File: src/rtl/riscv_mtime_client.sv
// riscv_mtime_client: 64-bit mtime read (hi-lo-hi) and mtimecmp write (lo=max, hi, lo) over a 32-bit Avalon-MM port.
// Latency: read 3(1+L)+1 cycles plus 2(1+L) per retry, write 4; cmd_ready low while busy, responses cannot be stalled.
module riscv_mtime_client #(
    parameter int unsigned READ_LATENCY = 1
) (
    input  logic        clk,
    input  logic        reset_n,
    input  logic        cmd_valid,
    output logic        cmd_ready,
    input  logic        cmd_op,
    input  logic [63:0] cmd_data,
    output logic        rsp_valid,
    output logic [63:0] rsp_data,
    output logic        rsp_retry,
    output logic [1:0]  avm_address,
    output logic        avm_read,
    output logic        avm_write,
    output logic [31:0] avm_writedata,
    input  logic [31:0] avm_readdata
);

    typedef enum logic [2:0] {
        IDLE,
        RD_HI,
        RD_LO,
        RD_HI2,
        WR_LO_MAX,
        WR_HI,
        WR_LO,
        RSP
    } state_t;

    localparam logic [2:0] LAT = 3'(READ_LATENCY);

    state_t      state_q, state_d;
    logic [2:0]  cnt_q, cnt_d;
    logic [31:0] hi1_q, hi1_d;
    logic [31:0] lo_q, lo_d;
    logic [63:0] cmd_q, cmd_d;
    logic        retry_q, retry_d;

    logic        cmd_ready_q, cmd_ready_d;
    logic        rsp_valid_q, rsp_valid_d;
    logic [63:0] rsp_data_q, rsp_data_d;
    logic        rsp_retry_q, rsp_retry_d;
    logic [1:0]  addr_q, addr_d;
    logic        read_q, read_d;
    logic        write_q, write_d;
    logic [31:0] wdata_q, wdata_d;

    always_comb begin
        state_d     = state_q;
        cnt_d       = cnt_q;
        hi1_d       = hi1_q;
        lo_d        = lo_q;
        cmd_d       = cmd_q;
        retry_d     = retry_q;
        rsp_valid_d = 1'b0;
        rsp_data_d  = rsp_data_q;
        rsp_retry_d = rsp_retry_q;
        addr_d      = addr_q;
        read_d      = 1'b0;
        write_d     = 1'b0;
        wdata_d     = 32'd0;

        case (state_q)
            IDLE: begin
                if (cmd_valid && cmd_ready_q) begin
                    cmd_d   = cmd_data;
                    retry_d = 1'b0;
                    cnt_d   = 3'd0;
                    if (cmd_op) begin
                        state_d = WR_LO_MAX;
                        write_d = 1'b1;
                        addr_d  = 2'd2;
                        wdata_d = 32'hFFFF_FFFF;
                    end else begin
                        state_d = RD_HI;
                        read_d  = 1'b1;
                        addr_d  = 2'd1;
                    end
                end
            end
            // cnt_q counts from the strobe cycle; readdata is valid only when it reaches LAT
            RD_HI, RD_LO, RD_HI2: begin
                if (cnt_q != LAT) begin
                    cnt_d = cnt_q + 3'd1;
                end else begin
                    cnt_d  = 3'd0;
                    read_d = 1'b1;
                    if (state_q == RD_HI) begin
                        hi1_d   = avm_readdata;
                        state_d = RD_LO;
                        addr_d  = 2'd0;
                    end else if (state_q == RD_LO) begin
                        lo_d    = avm_readdata;
                        state_d = RD_HI2;
                        addr_d  = 2'd1;
                    end else if (avm_readdata == hi1_q) begin
                        read_d      = 1'b0;
                        state_d     = RSP;
                        rsp_valid_d = 1'b1;
                        rsp_data_d  = {hi1_q, lo_q};
                        rsp_retry_d = retry_q;
                    end else begin
                        retry_d = 1'b1;
                        hi1_d   = avm_readdata;
                        state_d = RD_LO;
                        addr_d  = 2'd0;
                    end
                end
            end
            WR_LO_MAX: begin
                state_d = WR_HI;
                write_d = 1'b1;
                addr_d  = 2'd3;
                wdata_d = cmd_q[63:32];
            end
            WR_HI: begin
                state_d = WR_LO;
                write_d = 1'b1;
                addr_d  = 2'd2;
                wdata_d = cmd_q[31:0];
            end
            WR_LO: begin
                state_d     = RSP;
                rsp_valid_d = 1'b1;
                rsp_data_d  = cmd_q;
                rsp_retry_d = 1'b0;
            end
            RSP:     state_d = IDLE;
            default: state_d = IDLE;
        endcase

        cmd_ready_d = (state_d == IDLE);
    end

    always_ff @(posedge clk or negedge reset_n) begin
        if (!reset_n) begin
            state_q     <= IDLE;
            cnt_q       <= 3'd0;
            hi1_q       <= 32'd0;
            lo_q        <= 32'd0;
            cmd_q       <= 64'd0;
            retry_q     <= 1'b0;
            cmd_ready_q <= 1'b0;
            rsp_valid_q <= 1'b0;
            rsp_data_q  <= 64'd0;
            rsp_retry_q <= 1'b0;
            addr_q      <= 2'd0;
            read_q      <= 1'b0;
            write_q     <= 1'b0;
            wdata_q     <= 32'd0;
        end else begin
            state_q     <= state_d;
            cnt_q       <= cnt_d;
            hi1_q       <= hi1_d;
            lo_q        <= lo_d;
            cmd_q       <= cmd_d;
            retry_q     <= retry_d;
            cmd_ready_q <= cmd_ready_d;
            rsp_valid_q <= rsp_valid_d;
            rsp_data_q  <= rsp_data_d;
            rsp_retry_q <= rsp_retry_d;
            addr_q      <= addr_d;
            read_q      <= read_d;
            write_q     <= write_d;
            wdata_q     <= wdata_d;
        end
    end

    assign cmd_ready     = cmd_ready_q;
    assign rsp_valid     = rsp_valid_q;
    assign rsp_data      = rsp_data_q;
    assign rsp_retry     = rsp_retry_q;
    assign avm_address   = addr_q;
    assign avm_read      = read_q;
    assign avm_write     = write_q;
    assign avm_writedata = wdata_q;

endmodule

File: config.mk
export PLATFORM = sky130hd
export DESIGN_NAME = riscv_mtime_client
export DESIGN_NICKNAME = d
export VERILOG_FILES = /design/src/rtl/riscv_mtime_client.sv
export SDC_FILE = /design/constraint.sdc
export NUM_CORES = 1
export LEC_CHECK = 0
export ABC_AREA = 1
export BUFFER_PORTS_ARGS = -buffer_cell sky130_fd_sc_hd__clkbuf_2
export CAP_MARGIN = 20
export CORE_UTILIZATION = 44
export DETAILED_ROUTE_END_ITERATION = 12
export GPL_ROUTABILITY_DRIVEN = 0
export GPL_TIMING_DRIVEN = 0
export HOLD_SLACK_MARGIN = 0.06
export MAX_ROUTING_LAYER = met4
export PLACE_DENSITY = 0.69
export SLEW_MARGIN = 20
export SYNTH_ARGS = -nofsm -noshare
export SYNTH_HDL_FRONTEND = slang
export SYNTH_SLANG_ARGS = --single-unit
File: constraint.sdc
create_clock -name clk -period 4.7 [get_ports clk]
set_clock_uncertainty 0.15 [all_clocks]
set_input_delay 0.705 -clock clk [delete_from_list [all_inputs] [get_ports clk]]
set_output_delay 0.705 -clock clk [all_outputs]
set_load 0.1 [all_outputs]
==> results of run 1 <==
==> synthesized netlist by cell type, types with 3 or more instances <==
| cell type | number | area, sq um |
|---|---|---|
| o21ai_0 | 194 | 970.9 |
| nor3_1 | 3 | 15.01 |
| nand3_1 | 9 | 45.04 |
| inv_1 | 132 | 495.5 |
| dfrtp_1 | 238 | 5956 |
| nand4_1 | 3 | 18.77 |
| buf_4 | 3 | 22.52 |
| buf_6 | 6 | 67.56 |
| nand2_1 | 509 | 1911 |
| o221ai_1 | 32 | 280.3 |
| clkbuf_2 | 5 | 25.02 |
| inv_2 | 9 | 33.78 |
| clkbuf_1 | 24 | 90.09 |
| nor2_1 | 29 | 108.9 |
| a21oi_1 | 3 | 15.01 |
| buf_2 | 26 | 130.1 |
| xor2_1 | 3 | 26.28 |
==> state kept, by name, summed over array words and instances, names as in the netlist <==
register,count
avm_address,2
avm_read,1
avm_write,1
avm_writedata,32
cmd_q,64
cmd_ready,1
cnt_q,3
hi1_q,32
lo_q,32
retry_q,1
rsp_data,64
rsp_retry,1
rsp_valid,1
state_q,3
==> repair_timing <==
| item | CTS | global route |
|---|---|---|
| hold endpoints to repair | 29 | 0 |
| endpoints found under the setup margin | 0 | 0 |
| hold buffers | 1 | 0 |
==> cell usage in the layout, fill, tap and decap left out <==
cell,n
o21ai_0,194
o21ai_1,2
nor2_2,1
dfrtp_1,238
buf_4,3
inv_1,132
clkinvlp_4,4
clkbuf_2,206
or2_2,1
nand2_1,509
a21oi_1,3
inv_6,1
bufinv_16,3
nor2_1,29
xor2_1,3
dlygate4sd3_1,1
clkbuf_8,8
nand3_2,1
a22oi_1,1
o31ai_1,2
nor3_1,3
nand4_1,3
diode_2,2
buf_2,26
clkinv_2,4
clkbuf_1,26
o221ai_1,32
nand3_1,9
nand2_2,1
buf_6,6
clkbuf_16,25
buf_16,3
nor2_4,1
inv_2,9
nor3_4,1
==> logic make-up (layout without fill, tap and decap cells) <==
| kind of cell | after synthesis | count (layout) | share of synthesized area (%) |
|---|---|---|---|
| simple gates | 559 | 559 | 20.92 |
| flops | 238 | 238 | 57.82 |
| buf+inv | 205 | 457 | 8.394 |
| other cells | 0 | 2 | 0 |
| compound gates | 234 | 234 | 12.61 |
| xor+xnor | 3 | 3 | 0.2551 |
==> cell type report <==
type | count | area share (%)
sequential | 238 | 46.94
multi-input combinational | 796 | 27.43
timing repair buffer | 206 | 8.767
clock buffer | 34 | 5.749
inverter | 141 | 4.172
tap | 313 | 3.087
buffer | 64 | 2.643
clock inverter | 12 | 1.174
antenna | 2 | 0.03945
==> per-layer routing <==
| layer | up-vias | share of wire [%] | global-route usage, % |
|---|---|---|---|
| met5 | - | 0 | - |
| met3 | 57 | 6.9 | 3.482 |
| met1 | 4283 | 44 | 35.98 |
| li1 | 4353 | - | - |
| met4 | 0 | 2.8 | 8.345 |
| met2 | 354 | 47 | 42.75 |
==> worst min-delay path, stage by stage <==
cell      delay (ns)
clkbuf_2        0.07
nand2_1         0.04
o21ai_0         0.06
==> through the flow <==
step	setup WS, ns	util (%)
after CTS	2.372	55.68
after global placement	-2.166	51.38
after floorplan	2.608	-
after detailed placement	1.945	51.78
after global routing	2.178	55.70
final	2.344	55.70
==> final timing paths <==
| check | end | slack, ns | cells past startpoint |
|---|---|---|---|
| max | avm_writedata[7] | 2.34 | 9 |
| min | cmd_q[28] | 0.24 | 3 |
| max reg2reg | avm_writedata[7] | 2.34 | 9 |
| min reg2reg | rsp_data[9] | 0.33 | 2 |
| max in group asynchronous | cmd_q[52] | 2.95 | 4 |
| min in group asynchronous | hi1_q[4] | 0.50 | 2 |
==> flow_metrics.tcl, run 1 <==
set metrics [dict create \
    cts_inserted_buffers 25 \
    end_kind "flip-flop" \
    synth_cell_type_count 26 \
    fin_nets 1572 \
    dp_cells 1757 \
    cts_tree "built" \
    syn_area_sq_um 10300 \
    die-area_sq_um 24030 \
    remaining_drc_errors 0 \
    postSynth.asyncResetShare_pct 100.0 \
    period_share_pct 50.13 \
    cp_cell_sequence "buf_2, nor2_1, nor2_4, nor2_1, nand2_1, inv_2, nand2_1, buf_2, o221ai_1" \
    syn_area_per_cell_sq_um 8.313 \
    hp-start "cmd_data[28]" \
    port-buffer-count 202 \
    rsz0062_at_grt "no" \
    setup_tns_ns 0 \
    setup-violations-final 0 \
    clock_latency_ns 0.53 \
    start_util_pct 45.22 \
    worst_path_max_delay_cell "buf_2" \
    synth_edf_count 0 \
    drtIter0Drc 600 \
    hp-class "in2reg" \
    area_growth_pct 23.18 \
    path_delay_family "simple AND/OR/NAND/NOR gates" \
    clock_path_buffers 3 \
    dp_hpwl_mm 21.48 \
    overflow 0 \
    start_kind "flip-flop" \
    grt_pass1_wl_mm 48.17 \
    cts_sinks 238 \
    finalMaxSlewViolations 0 \
    vias 9047 \
    synth-seq-cells 238 \
    coreArea_sq_um 22780 \
    n_fill_cell 2120 \
    synth_cells 1239 \
    crit_path_max_incr_delay_ns 0.37 \
    grt_antenna_before_repair 2 \
    cts_setup_buffers 0 \
    worst_pin_slew_ns 0.6651 \
    worst_hold_slack_ns 0.2363 \
    htree_levels 1 \
    synth_top_flop_cell "dfrtp_1" \
    required_ns 4.90 \
    place_area_sq_um 11790 \
    path_clk_slew_ns 0.06 \
    period_needed_ns 2.356 \
    grt_max_degree 84 \
    cp_max_fo 10 \
    fmax_mhz 424.5 \
    dieHeight_microns 155 \
    relSlewSlack_pct 55.66 \
    wire_per_inst_microns 16.88 \
    ioPinCount 203 \
    startpoint "state_q[0]" \
    drv_cap 0 \
    drtAntennaViolNets 0 \
    status "completed" \
    synth_fp_nets 1339 \
    crit_arrival_ns 2.55 \
    multiInputGateArea_sq_um 3480 \
    yosysWarnings 0 \
    final_cell_count_no_fill 1806 \
    final-hold-violation-count 0 \
    cts-root-buf "clkbuf_16" \
    r2r-start "state_q[0]" \
    ys_seq_area_share_pct 57.82 \
    firstDrtPassIters 5 \
    routed_via_density 5.009 \
    track_usage_pct 26.89 \
    crit_buf_inv 3 \
    fp.dieW_microns 155 \
    routed_wl_mm 30.49 \
    worstSetupPathType "reg2reg" \
    design_area_sq_um 12690 \
    grt_pass1_vias 9038 \
    ff_latch_area_sq_um 5956 \
    drive_gt1_share_pct 20.39 \
    cts_resized 0 \
    fp-row-count 55 \
]
Power of run 1 is not shown: default switching activity piles up to over one toggle a cycle in this logic, so the estimate is an artifact.
==> inputs of run 2 (changes only) <==
Settings changed: ABC_AREA 1 to 0, PLACE_DENSITY 0.69 to 0.72.
Clock period 4.7 ns to 2.1 ns, I/O delays scaled along.
==> run 2 against run 1 <==
Effect of this change: the run now ends with setup timing left; area after synthesis about the same; maximum frequency decreased by 5.2%; global-route usage increased by 1.9 points; cell count decreased by 14%; first-iteration DRC count increased by 12%; sequential share of layout area decreased by 9.5 points; hold slack got worse by 0.14 ns; sequential cell count unchanged; core utilization increased by 14 points; register-to-register slack got worse by 2.7 ns.
==> flow_metrics.tcl, run 2 <==
set metrics [dict create \
    status "finished, violations left" \
    violations "setup timing" \
    worst_pin_slew_ns 0.6335 \
    period_needed_ns 2.486 \
    synthMuxAreaShare_pct 15.29 \
    drv_cap 0 \
    cts_tree "built" \
    synth_edf_count 0 \
    port-buffer-count 202 \
    syn_area_sq_um 10290 \
    r2r-start "hi1_q[8]" \
    hp-class "in2reg" \
    synth_top_family_by_area "multiplexers" \
    timing.rr.end "hi1_q[22]" \
    dieHeight_microns 155.0 \
    netlist_top_cells_count "dfrtp_1, nor2_1, mux2_2, nor4_1, a211oi_1" \
    grt_pass1_wl_mm 51.61 \
    rsz0062_at_grt "yes" \
    grt_antenna_before_repair 4 \
    path_clk_slew_ns 0.06 \
    n_fill_cell 1435 \
    dp_hpwl_mm 20.38 \
    overflow 0 \
    remaining_drc_errors 0 \
    yosysTopAreaCellShare_pct 57.85 \
    setup-violations-final 122 \
    layout_commonest_cell "dfrtp_1" \
    finalMaxSlewViolations 0 \
    fmax_mhz 402.3 \
    die-area_sq_um 24010 \
    most-common-layout-cells "dfrtp_1, clkbuf_2, nor2_1, mux2_2, dlygate4sd3_1" \
    rr_worst_depth 7 \
    track_usage_pct 28.76 \
    start_util_pct 45.20 \
    cts_sinks 238 \
    yosysWarnings 0 \
    synth_cell_type_count 36 \
    worstSetupPathType "reg2reg" \
    synth_area_leader_cell "dfrtp_1" \
    yosysMostFrequentCell "dfrtp_1" \
    firstDrtPassIters 6 \
    r2r_slack_ns -0.39 \
    start_kind "flip-flop" \
    grt_max_degree 92 \
    fp.dieW_microns 155.0 \
    htree_levels 1 \
    drtAntennaViolNets 0 \
    startpoint "hi1_q[8]" \
    relSlewSlack_pct 57.94 \
    clock_path_buffers 3 \
    required_ns 2.36 \
    period_share_pct 118.4 \
    final-hold-violation-count 0 \
    p_leak_nw 7.502 \
    fp-row-count 55 \
    end_kind "flip-flop" \
    worst_slack_ns -0.3860 \
    synth_fp_nets 938 \
    clock_latency_ns 0.53 \
    crit_arrival_ns 2.75 \
    routed_via_density 5.770 \
    coreArea_sq_um 22780 \
    wire_per_inst_microns 23.56 \
    drive_gt1_share_pct 50.73 \
    endpoint "hi1_q[22]" \
    grt_pass1_vias 9027 \
    synth_fa_ha_area_share_pct 0 \
    vias 8972 \
    postSynth.asyncResetShare_pct 100.0 \
    ioPinCount 203 \
    p_total_mw 27.32 \
    dp_cells 1355 \
    synth_xor_area_share_pct 2.722 \
    drtIter0Drc 669 \
    cts_inserted_buffers 26 \
    routed_wl_mm 36.63 \
    synth_top_flop_cell "dfrtp_1" \
    synth-seq-cells 238 \
    ys_seq_area_share_pct 57.85 \
    final_cell_count_no_fill 1555 \
    synth_cells 838 \
    cts-root-buf "clkbuf_16" \
    synth.area.top_cells "dfrtp_1, mux2_2, nor2_1" \
    power.ir.vdd_worst_uv 1422 \
    synth-simple-area-share_pct 11.25 \
    syn_area_per_cell_sq_um 12.29 \
    p_per_area_nw_per_um2 1716 \
    fin_nets 1321 \
    area_growth_pct 54.65 \
    cp_max_fo 5 \
    synth_compound_area_share_pct 9.346 \
]
[run 2: worst min path at each step]
stage / cells past startpoint / slack (ns) / from / end
after floorplan: 0 / -0.13 / reset_n / avm_address[0]
after global placement: 1 / 0.33 / avm_address[1] / avm_address[1]
after detailed placement: 1 / 0.20 / reset_n / cmd_q[30]
after CTS: 4 / 0.06 / cmd_op / avm_read
after global routing: 4 / 0.11 / cmd_op / avm_read
final: 4 / 0.10 / cmd_op / avm_read
[run 2: routing by layer]
layer / share of wire, % / vias to the layer above / track usage (%)
met2: 47 / 469 / 43.87
met3: 6.9 / 129 / 5.070
li1: - / 3845 / -
met1: 41 / 4529 / 37.43
met5: 0 / - / -
met4: 5.2 / 0 / 13.63
[run 2: power breakdown]
group / switching, mW / total (mW) / leakage, nW / internal, mW
registers: 2.03 / 8.76 / 2.90 / 6.73
clock network: 1.92 / 4.74 / 0.431 / 2.83
logic: 9.61 / 13.8 / 4.17 / 4.20
[run 2: layout make-up]
| type | instances | area [sq um] | share of cell area (%) |
|---|---|---|---|
| diodes | 4 | 10.01 | 0.06287 |
| plain buffers | 67 | 739.5 | 4.644 |
| clock buffers | 37 | 783.3 | 4.919 |
| clock inverters | 8 | 98.84 | 0.6208 |
| inverters | 5 | 18.77 | 0.1179 |
| multi-input cells | 526 | 5263 | 33.05 |
| flip-flops and latches | 238 | 5963 | 37.45 |
| well taps | 313 | 391.6 | 2.460 |
| repair buffers | 357 | 2654 | 16.67 |
[run 2: worst max-delay path: stages (launching register included)]
cell	delay, ns
dfrtp_1	0.39
xor2_1	0.16
nor4_2	0.45
and4_4	0.36
a311o_4	0.26
buf_12	0.14
clkbuf_16	0.15
mux2_4	0.30
[run 2: timing repair]
action	4_1_cts	5_1_grt
hold buffers	97	0
pin swaps	33	30
setup endpoints to repair	222	192
gates resized for setup	263	89
cloned	4	8
hold endpoints to repair	188	0
buffers inserted	27	18
[run 2: metrics by stage]
stage | area, sq um | hold WS, ns | TNS (ns) | utilization, % | setup WS [ns]
after CTS | 15260 | 0.06446 | -10.06 | 67.00 | -0.1927
after global routing | 15920 | 0.1121 | -32.77 | 69.90 | -0.4331
after floorplan | 10310 | -0.1306 | -0.08369 | - | -0.002790
final | 15920 | 0.1007 | -24.84 | 69.90 | -0.3860
after detailed placement | 11770 | 0.1986 | -70.23 | 51.68 | -0.5648
after global placement | 11710 | 0.3317 | -1073.41 | 51.40 | -5.179
[run 2: logic make-up after synthesis]
kind of cell,Yosys count
AOI/OAI and AO/OA,120
buffers and inverters,74
xor gates and xnor gates,32
DFF,238
and+or+nand+nor,244
muxes,130
Power figures use the tool's default switching activity.
